**src/rtl/temp_bcd_formatter_if.sv**
```systemverilog
// temp_bcd_formatter_if: sensor-side inputs and display-side outputs of temp_bcd_formatter.
// disp_sel exists only when TEMP_MINMAX_EN is defined.
interface temp_bcd_formatter_if #(
  parameter int TEMP_W = 13,
  parameter int DIGITS = 4
);
  logic [TEMP_W-1:0]   temp_in;
  logic                temp_rdy;
  logic                temp_err;
`ifdef TEMP_MINMAX_EN
  logic [1:0]          disp_sel;
`endif
  logic [4*DIGITS-1:0] bcd;
  logic                negative;
  logic [DIGITS-1:0]   dots;
  logic                overflow;
  logic                err_seen;
  logic                busy;
  logic                out_valid;
`ifdef TEMP_MINMAX_EN
  modport master (output temp_in, temp_rdy, temp_err, disp_sel,
                  input bcd, negative, dots, overflow, err_seen, busy, out_valid);
  modport slave (input temp_in, temp_rdy, temp_err, disp_sel,
                 output bcd, negative, dots, overflow, err_seen, busy, out_valid);
`else
  modport master (output temp_in, temp_rdy, temp_err,
                  input bcd, negative, dots, overflow, err_seen, busy, out_valid);
  modport slave (input temp_in, temp_rdy, temp_err,
                 output bcd, negative, dots, overflow, err_seen, busy, out_valid);
`endif
endinterface

```
**src/rtl/temp_bcd_formatter.sv**
```systemverilog
// temp_bcd_formatter: averages signed sensor readings and serially BCD-encodes the scaled result.
// Optional TEMP_MINMAX_EN adds running min/max of window averages selectable via disp_sel.
module temp_bcd_formatter #(
  parameter int TEMP_W    = 13,
  parameter int FRAC_BITS = 4,
  parameter int DECIMALS  = 1,
  parameter int DIGITS    = 4,
  parameter int AVG_LOG2  = 2
) (
  input logic clk,
  input logic reset_n,
  temp_bcd_formatter_if.slave b
);
  localparam int AW = TEMP_W + AVG_LOG2;
  localparam int BW = 4 * DIGITS;
  localparam logic [AVG_LOG2:0] LAST = (AVG_LOG2 + 1)'(2 ** AVG_LOG2 - 1);
  localparam logic [5:0] LASTB = 6'(BW - 1);
  localparam logic [DIGITS-1:0] DOTS = DECIMALS > 0 ? DIGITS'(1) << DECIMALS : '0;
  localparam logic [1:0] IDLE = 2'd0, SCALE = 2'd1, CONV = 2'd2, DONE = 2'd3;
  logic [1:0] state;
  logic rdy_q, pending, neg_r, ovf_r;
  logic signed [AW-1:0] acc, sum;
  logic [AVG_LOG2:0] cnt;
  logic signed [TEMP_W-1:0] avg, new_avg, sel;
  logic [5:0] bc;
  logic [BW-1:0] bin, dd, adj;
  logic signed [63:0] s64;
  logic [63:0] mag, scaled, lim;
  logic rdy_edge, accept, err_edge, win_done;
`ifdef TEMP_MINMAX_EN
  logic signed [TEMP_W-1:0] min_avg, max_avg;
  logic have_mm;
  assign sel = b.disp_sel == 2'd1 ? min_avg : b.disp_sel == 2'd2 ? max_avg : avg;
`else
  assign sel = avg;
`endif
  assign rdy_edge = b.temp_rdy & ~rdy_q;
  assign accept   = rdy_edge & ~b.temp_err;
  assign err_edge = rdy_edge & b.temp_err;
  assign win_done = accept && cnt == LAST;
  assign sum      = acc + AW'($signed(b.temp_in));
  assign new_avg  = TEMP_W'(sum >>> AVG_LOG2);
  assign s64      = 64'(sel);
  assign mag      = s64[63] ? $unsigned(-s64) : $unsigned(s64);
  assign scaled   = (mag * 64'(10 ** DECIMALS)) >> FRAC_BITS;
  assign lim      = 64'(10 ** DIGITS);
  assign b.busy   = state != IDLE;
  // double-dabble correction applied before each shift
  always_comb begin
    adj = dd;
    for (int i = 0; i < DIGITS; i++)
      adj[4*i +: 4] = dd[4*i +: 4] >= 4'd5 ? dd[4*i +: 4] + 4'd3 : dd[4*i +: 4];
  end
  always_ff @(posedge clk or negedge reset_n) begin
    if (!reset_n) begin
      state       <= IDLE;
      rdy_q       <= 1'b0;
      pending     <= 1'b0;
      acc         <= '0;
      cnt         <= '0;
      avg         <= '0;
      bc          <= '0;
      bin         <= '0;
      dd          <= '0;
      neg_r       <= 1'b0;
      ovf_r       <= 1'b0;
      b.bcd       <= '0;
      b.negative  <= 1'b0;
      b.dots      <= '0;
      b.overflow  <= 1'b0;
      b.err_seen  <= 1'b0;
      b.out_valid <= 1'b0;
`ifdef TEMP_MINMAX_EN
      min_avg     <= '0;
      max_avg     <= '0;
      have_mm     <= 1'b0;
`endif
    end else begin
      rdy_q       <= b.temp_rdy;
      b.out_valid <= 1'b0;
      b.dots      <= DOTS;
      if (err_edge) b.err_seen <= 1'b1;
      else if (accept) b.err_seen <= 1'b0;
      if (accept) begin
        acc <= win_done ? '0 : sum;
        cnt <= win_done ? '0 : cnt + 1'b1;
      end
      if (win_done) avg <= new_avg;
      case (state)
        IDLE: if (pending) begin
          pending <= 1'b0;
          state   <= SCALE;
        end
        SCALE: begin
          ovf_r <= scaled >= lim;
          neg_r <= s64[63] && scaled != 64'd0;
          bin   <= scaled >= lim ? BW'(lim - 64'd1) : BW'(scaled);
          dd    <= '0;
          bc    <= '0;
          state <= CONV;
        end
        CONV: begin
          {dd, bin} <= {adj[BW-2:0], bin, 1'b0};
          bc        <= bc + 6'd1;
          if (bc == LASTB) state <= DONE;
        end
        default: begin
          b.bcd       <= dd;
          b.negative  <= neg_r;
          b.overflow  <= ovf_r;
          b.out_valid <= 1'b1;
          state       <= IDLE;
        end
      endcase
      if (win_done) pending <= 1'b1;
`ifdef TEMP_MINMAX_EN
      if (win_done) begin
        have_mm <= 1'b1;
        if (!have_mm || new_avg < min_avg) min_avg <= new_avg;
        if (!have_mm || new_avg > max_avg) max_avg <= new_avg;
      end
`endif
    end
  end
endmodule

```
**src/flat_wrapper.sv**
```systemverilog
// flat-port wrapper written by rule: the top's interface ports become plain ports
module temp_bcd_formatter_flat 
#(
  parameter int TEMP_W    = 13,
  parameter int FRAC_BITS = 4,
  parameter int DECIMALS  = 1,
  parameter int DIGITS    = 4,
  parameter int AVG_LOG2  = 2
)
  (clk, reset_n, b_temp_in, b_temp_rdy, b_temp_err, b_bcd, b_negative, b_dots, b_overflow, b_err_seen, b_busy, b_out_valid);
  temp_bcd_formatter_if #(.TEMP_W(TEMP_W), .DIGITS(DIGITS)) b_i ();
  input logic clk;
  input logic reset_n;
  input wire logic [$bits(b_i.temp_in)-1:0] b_temp_in;
  input wire logic [$bits(b_i.temp_rdy)-1:0] b_temp_rdy;
  input wire logic [$bits(b_i.temp_err)-1:0] b_temp_err;
  output wire logic [$bits(b_i.bcd)-1:0] b_bcd;
  output wire logic [$bits(b_i.negative)-1:0] b_negative;
  output wire logic [$bits(b_i.dots)-1:0] b_dots;
  output wire logic [$bits(b_i.overflow)-1:0] b_overflow;
  output wire logic [$bits(b_i.err_seen)-1:0] b_err_seen;
  output wire logic [$bits(b_i.busy)-1:0] b_busy;
  output wire logic [$bits(b_i.out_valid)-1:0] b_out_valid;
  assign b_i.temp_in = b_temp_in;
  assign b_i.temp_rdy = b_temp_rdy;
  assign b_i.temp_err = b_temp_err;
  assign b_bcd = b_i.bcd;
  assign b_negative = b_i.negative;
  assign b_dots = b_i.dots;
  assign b_overflow = b_i.overflow;
  assign b_err_seen = b_i.err_seen;
  assign b_busy = b_i.busy;
  assign b_out_valid = b_i.out_valid;
  temp_bcd_formatter #(.TEMP_W(TEMP_W), .FRAC_BITS(FRAC_BITS), .DECIMALS(DECIMALS), .DIGITS(DIGITS), .AVG_LOG2(AVG_LOG2)) u_core (.clk(clk), .reset_n(reset_n), .b(b_i));
endmodule
```
**config.mk**
```make
export PLATFORM = sky130hd
export DESIGN_NAME = temp_bcd_formatter_flat
export DESIGN_NICKNAME = d
export VERILOG_FILES = /design/src/rtl/temp_bcd_formatter_if.sv /design/src/rtl/temp_bcd_formatter.sv /design/src/flat_wrapper.sv
export SDC_FILE = /design/constraint.sdc
export NUM_CORES = 1
export LEC_CHECK = 0
export BUFFER_PORTS_ARGS = -buffer_cell sky130_fd_sc_hd__buf_2
export CAP_MARGIN = 15
export CORE_MARGIN = 2
export CORE_UTILIZATION = 45
export DETAILED_ROUTE_END_ITERATION = 16
export GPL_TIMING_DRIVEN = 0
export PLACE_DENSITY = 0.59
export SLEW_MARGIN = 0
export SYNTH_ARGS = -nofsm -noshare
export SYNTH_HDL_FRONTEND = slang
export SYNTH_SLANG_ARGS = --single-unit
export TNS_END_PERCENT = 10
```
**constraint.sdc**
```tcl
create_clock -name clk -period 5.3 [get_ports clk]
set_input_delay 1.325 -clock clk [delete_from_list [all_inputs] [get_ports clk]]
set_output_delay 1.325 -clock clk [all_outputs]
set_load 0.005 [all_outputs]
```
After elaboration in Yosys (flattened, before gate mapping)

Cells that the tools add are included.
W data, S select, Z words.

Latch bits: 0
Input port bits: 17
Memory bits (writable): 0
Register bits after elaboration: 96
Bits in read-only memories: 0
Memories kept: 0

$add $sub $neg: 8
Shift operators: 0
Div/mod/pow operators: 0
Equality and inequality tests: 6
$lt $le $gt $ge: 5
Bitwise operators: 5
Multiplexer cells: 19
$mul: 1
Reduce and logical (&&, ||, !) cells: 10

Operators by type and width:

| kind                    | number |
|---|---|
| $mul A64 B3 Y63 const B | 1 |
| $mux W64                | 1 |
| $neg A13 Y64            | 1 |
| $pmux W16 S2            | 2 |
| $reduce_bool A64 Y1     | 1 |
| $ge A60 B14 Y1 const B  | 1 |
| $ge A4 B3 Y1 const B    | 4 |
| $mux W16                | 1 |
| $add A15 B13 Y15        | 1 |
| $mux W15                | 1 |
| $add A4 B2 Y4 const B   | 3 |
| $mux W4                 | 3 |
| $pmux W6 S2             | 1 |
| $reduce_bool A2 Y1      | 4 |
| $add A6 B1 Y6 const B   | 1 |
| $eq A6 B4 Y1 const B    | 1 |
| $mux W3                 | 2 |
| $pmux W2 S3             | 1 |
| $mux W1                 | 5 |
| $mux W2                 | 2 |
| $ne A2 B1 Y1 const B    | 2 |
| $add A3 B1 Y3 const B   | 1 |
| $add A3 B2 Y3 const B   | 1 |
| $and A1 B1 Y1           | 3 |
| 8 further kinds         | 10 |

Longest topological paths before layout

Depth after elaboration: 6
Gate-level depth with buffers: 19
Depth with buffers taken out: 18

Worst setup path before layout

Ideal clock, no wire load.

Path kind: input to register
From: input port b_temp_in[0]
To: register u_core.avg[12]
Arrival time: 3.703 ns
Path slack: 1.462 ns
Required time: 5.165 ns
Stages: 14
Cells stage by stage: ha_1 > inv_1 > fa_1 > nor2b_1 > o21ai_0 > a21oi_1 > o21ai_0 > a21boi_0 > o2111ai_1 > and3_1 > or4_1 > o211ai_1 > xnor2_1 > o21ai_0

Cells in the longest elaborated chain, start to end: 1

RTL lines:

| what                 | line                     | RTL |
|---|---|---|
| from (decl)          | flat_wrapper.sv:14       | `input wire logic [$bits(b_i.temp_in)-1:0] b_temp_in;` |
| $add A15 B13 Y15     | temp_bcd_formatter.sv:41 | `assign sum = acc + AW'($signed(b.temp_in));` |
| to (signal assigned) | temp_bcd_formatter.sv:88 | `if (win_done) avg <= new_avg;` |
| to (decl)            | temp_bcd_formatter.sv:24 | `logic signed [TEMP_W-1:0] avg, new_avg, sel;` |

No other way between the ends.
A chain may end at the register's enable or synchronous reset.

Worst setup path after layout

From: register u_core.avg[12]
To: register u_core.neg_r

Cells in the longest elaborated chain, start to end: 5

RTL lines:

| what                    | line                     | RTL |
|---|---|---|
| $neg A13 Y64            | temp_bcd_formatter.sv:44 | `assign mag = s64[63] ? $unsigned(-s64) : $unsigned(s64);` |
| $mux W64                | temp_bcd_formatter.sv:44 |  |
| $mul A64 B3 Y63         | temp_bcd_formatter.sv:45 | `assign scaled = (mag * 64'(10 ** DECIMALS)) >> FRAC_BITS;` |
| $reduce_bool A64 Y1     | temp_bcd_formatter.sv:96 | `neg_r <= s64[63] && scaled != 64'd0;` |
| $logic_and A1 B1 Y1 (*) | temp_bcd_formatter.sv:96 |  |
| to (signal assigned)    | temp_bcd_formatter.sv:65 | `neg_r <= 1'b0;` |
| to (signal assigned)    | temp_bcd_formatter.sv:96 |  |
| to (decl)               | temp_bcd_formatter.sv:21 | `logic rdy_q, pending, neg_r, ovf_r;` |

Mark *: on every way between the ends. The rest lies on a longest branch, timed or not.

==> summary.md <==
| Metric | Value |
|---|---|
| Status | `finished, final reports clean` |
| WL/cell | `16.99 um` |
| Most frequent cells in the layout | `nand2_1 (119), ha_1 (115), dfrtp_1 (96)` |
| First-pass GRT wire length | `45.30 mm` |
| Final min period | `4236 ps` |
| Worst slack, placed | `952.3 ps` |
| Sw Pwr | `0.002293 W` |
| Max stage delay on crit path | `440 ps` |
| Combinational power share | `0.631` |
| Slew at the pin closest to its max-slew limit | `640.9 ps` |
| Kind of end point of the critical path | `register` |
| First-pass DRT Iterations | `5` |
| Core Region | `21,890 sq um` |
| Hold Vio Cnt, Final | `0` |
| Power Dens Cells | `424.9 nW/um^2` |
| Post-DRT Antenna Nets | `0` |
| Max frequency | `236.1 MHz` |
| Skew-Pair Late Insertion Delay | `360 ps` |
| Max-cap viol count | `0` |
| Syn Area/Cell | `8.357 sq um` |
| ANT cells | `0` |
| DIE AREA | `23,570 sq um` |
| R2R setup slack | `1060 ps` |
| Async S/R FF share, synth | `1.000` |
| Class of the worst hold path | `register to register` |
| Max Slew Vio Count | `0` |
| Setup TNS | `0 ps` |
| Hold depth | `2` |
| Reg2reg path depth | `15` |
| Clk pwr share | `0.147` |
| CP required | `5540 ps` |
| Cell count along the critical path | `15` |
| Post-CTS Resized | `0` |
| Total track usage | `0.2333` |
| Setup CP Type | `register to register` |
| Filler cell count | `2,175` |
| Yosys warns | `0` |
| Root buffer cell | `clkbuf_16` |
| Initial antenna violation count | `0` |
| Number of flops mapped to enable cells by yosys | `0` |
| Maximum VDD drop | `237.2 uV` |
| TritonCTS sink count | `96` |
| Port Buffer Count | `38` |
| GR Overflow Total | `0` |
| Data arrival, critical path | `4480 ps` |
| # IOs | `42` |
| Critical R2R Launch | `u_core.avg[12]` |
| WHS Endpoint | `u_core.cnt[1]` |
| Post-Route Skew | `10.72 ps` |
| Setup ws final | `1064 ps` |
| Multi-input gate area | `7337 sq um` |
| Initial core utilization | `0.4596` |
| H-tree levels | `3` |
| Setup Fix Bufs, Post-CTS | `0` |
| Sw Ratio | `0.4796` |
| Slowest CP cell | `fa_1` |
| Synth unique cells | `94` |
| R2R Path End | `u_core.neg_r` |
| Setup violations, final | `0` |
| CP delay by family, top | `compound AO/OA/AOI/OAI gates` |
| Routed wire length | `27.47 mm` |
| Largest net degree at the start of global routing | `62` |
| DR DRC count | `0` |
| Starting DRT DRC Count | `562` |
| Final instance area | `11,250 sq um` |
| Seq. cell area | `2402 sq um` |
| Seq/Total Area, Yosys | `0.2387` |
| CTS buffer count | `9` |
| Share of cells above drive strength 1 | `0.1242` |
| Period Utilization, post-route | `0.7993` |
| Area leader, netlist | `dfrtp_1` |
| Commonest non-fill, non-tap cell in the layout | `nand2_1` |
| Area Growth Syn to Fin | `11.84%` |
| Post-synth design cell area | `10,060 sq um` |
| Die H | `153.5 um` |
| Critical Path Start Type | `register` |
| Ranking of synthesized cells by area | `dfrtp_1 (24%), ha_1 (14%), o21ai_0 (4.7%), nand2_1 (4.4%), a21oi_1 (4.1%)` |
| CP cell instances | `clkbuf_1, o31ai_1, xnor2_1, ha_1, ha_1, fa_1, a211oi_2, o21ai_4, a21o_1, a21o_1, a221oi_1, a21oi_1, xor2_1, nor3_1, a21oi_1` |
| Post-synth top area share | `0.2387` |
| Sequential power share | `0.222` |
| Dpl cell area | `10,930 sq um` |
| Nets | `1,466` |
| RSZ-0062 raised after global routing | `no` |
| CTS Buffer Depth | `2` |
| CTS tree | `yes` |
| DP HPWL | `22.11 mm` |
| Int Power | `0.002489 W` |
| Reg clk slew, reported paths | `80 ps` |
| Cell row count | `54` |
| Die W | `153.5 um` |
| CP max FO | `10` |
| Slew HR | `0.5727` |
| Via density | `5.824` |
| Vias | `9,418` |
| LEAKAGE | `5.225 nW` |
| Seq cells post-synth | `96` |
| Routability congestion estimate | `0.9849` |
| Hold Startpoint | `u_core.cnt[1]` |
| # hold bufs at CTS | `0` |
| Buf/Inv on CP | `1` |
| Primary FF master, synth | `dfrtp_1` |
| Vias in the first global route | `8,755` |
| Syn Inst Count | `1,204` |
[worst max-delay path by stage]
| stage | slack (ps) | endpoint | start |
|---|---|---|---|
| finish | 1060 | u_core.neg_r | u_core.avg[12] |
| detailed placement | 950 | u_core.avg[12] | b_temp_in[0] |
| global route | 710 | u_core.neg_r | u_core.avg[12] |
| global placement | 990 | u_core.avg[12] | b_temp_in[0] |
| floorplan | 1460 | u_core.avg[12] | b_temp_in[0] |
| CTS | 1060 | u_core.neg_r | u_core.avg[12] |
[logic make-up after synthesis]
logic type / synth area share
buffers and inverters: 0.06118
DFF: 0.2387
muxes: 0.02860
other: 0.0007464
and+or+nand+nor: 0.1970
AOI/OAI and AO/OA: 0.2754
xor gates and xnor gates: 0.05136
adders and majority gates: 0.1470
[sequential cells by signal, summed over array words and instances (netlist names), 2 cells and up]
register,flops
u_core.b.bcd,16
u_core.bin,16
u_core.dd,16
u_core.acc,15
u_core.avg,13
u_core.bc,6
u_core.cnt,3
u_core.state,2
[power groups by stage]
stage	clock, W	combinational [W]	sequential [W]
2_1_floorplan	0	0.00230	0.00104
3_3_place_gp	0	0.00279	0.00107
3_5_place_dp	0	0.00281	0.00107
4_1_cts	0.000718	0.00283	0.00106
5_1_grt	0.000744	0.00338	0.00109
6_report	0.000701	0.00302	0.00106
[tightest hold or removal path, stage by stage (launching register included)]
cell and delay (ps):
dfrtp_1 350, nand2_1 50, nand2_1 50
[metal layers]
| layer | track usage | part of all wire |
|---|---|---|
| met5 | 0 | 0 |
| met4 | 0.04150 | 0.0093 |
| met3 | 0.03861 | 0.061 |
| met2 | 0.3484 | 0.42 |
| met1 | 0.3566 | 0.51 |
[cell type report]
class                      instances  area share
buffer                            57     0.03502
clock buffer                       9     0.02001
clock inverter                     7    0.009117
inverter                          59     0.01968
multi-input combinational       1070      0.6520
sequential                        96      0.2135
tap                              280     0.03113
timing repair buffer              39     0.01957
[cell usage after synthesis, types with 5 or more instances]
cell / number
a31o_2: 5
ha_1: 115
o211ai_1: 13
o221ai_1: 5
and3_1: 13
or3_1: 12
a21oi_1: 82
nor2b_1: 7
a31oi_1: 24
xnor2_1: 44
nor3_1: 26
buf_4: 7
nand3_1: 32
and2_1: 9
o21a_1: 22
a21oi_2: 7
a211oi_1: 10
xor2_1: 15
nand2_1: 119
o2111ai_1: 7
clkbuf_8: 10
o31ai_1: 21
nand4_1: 33
a21boi_0: 5
a2111oi_0: 7
o21bai_1: 7
mux2_2: 22
nand2b_1: 11
or2_2: 5
buf_2: 15
a21o_1: 19
nor2_1: 68
dfrtp_1: 96
a221oi_1: 5
clkbuf_1: 20
inv_1: 58
nor4_1: 8
o21ai_0: 94
and4_1: 5
o22ai_1: 23
[through the flow]
stage	power, W	util	hold WS, ps	instances
global placement	0.003867	0.4977	467.2	1600
finish	0.004782	0.5141	488.5	1617
CTS	0.004616	0.5141	493.3	1617
floorplan	0.003337	-	449.8	1282
detailed placement	0.003889	0.4991	475.9	1601
global route	0.005221	0.5141	514.3	1617
Note: power is estimated with default switching activity, not from simulation.
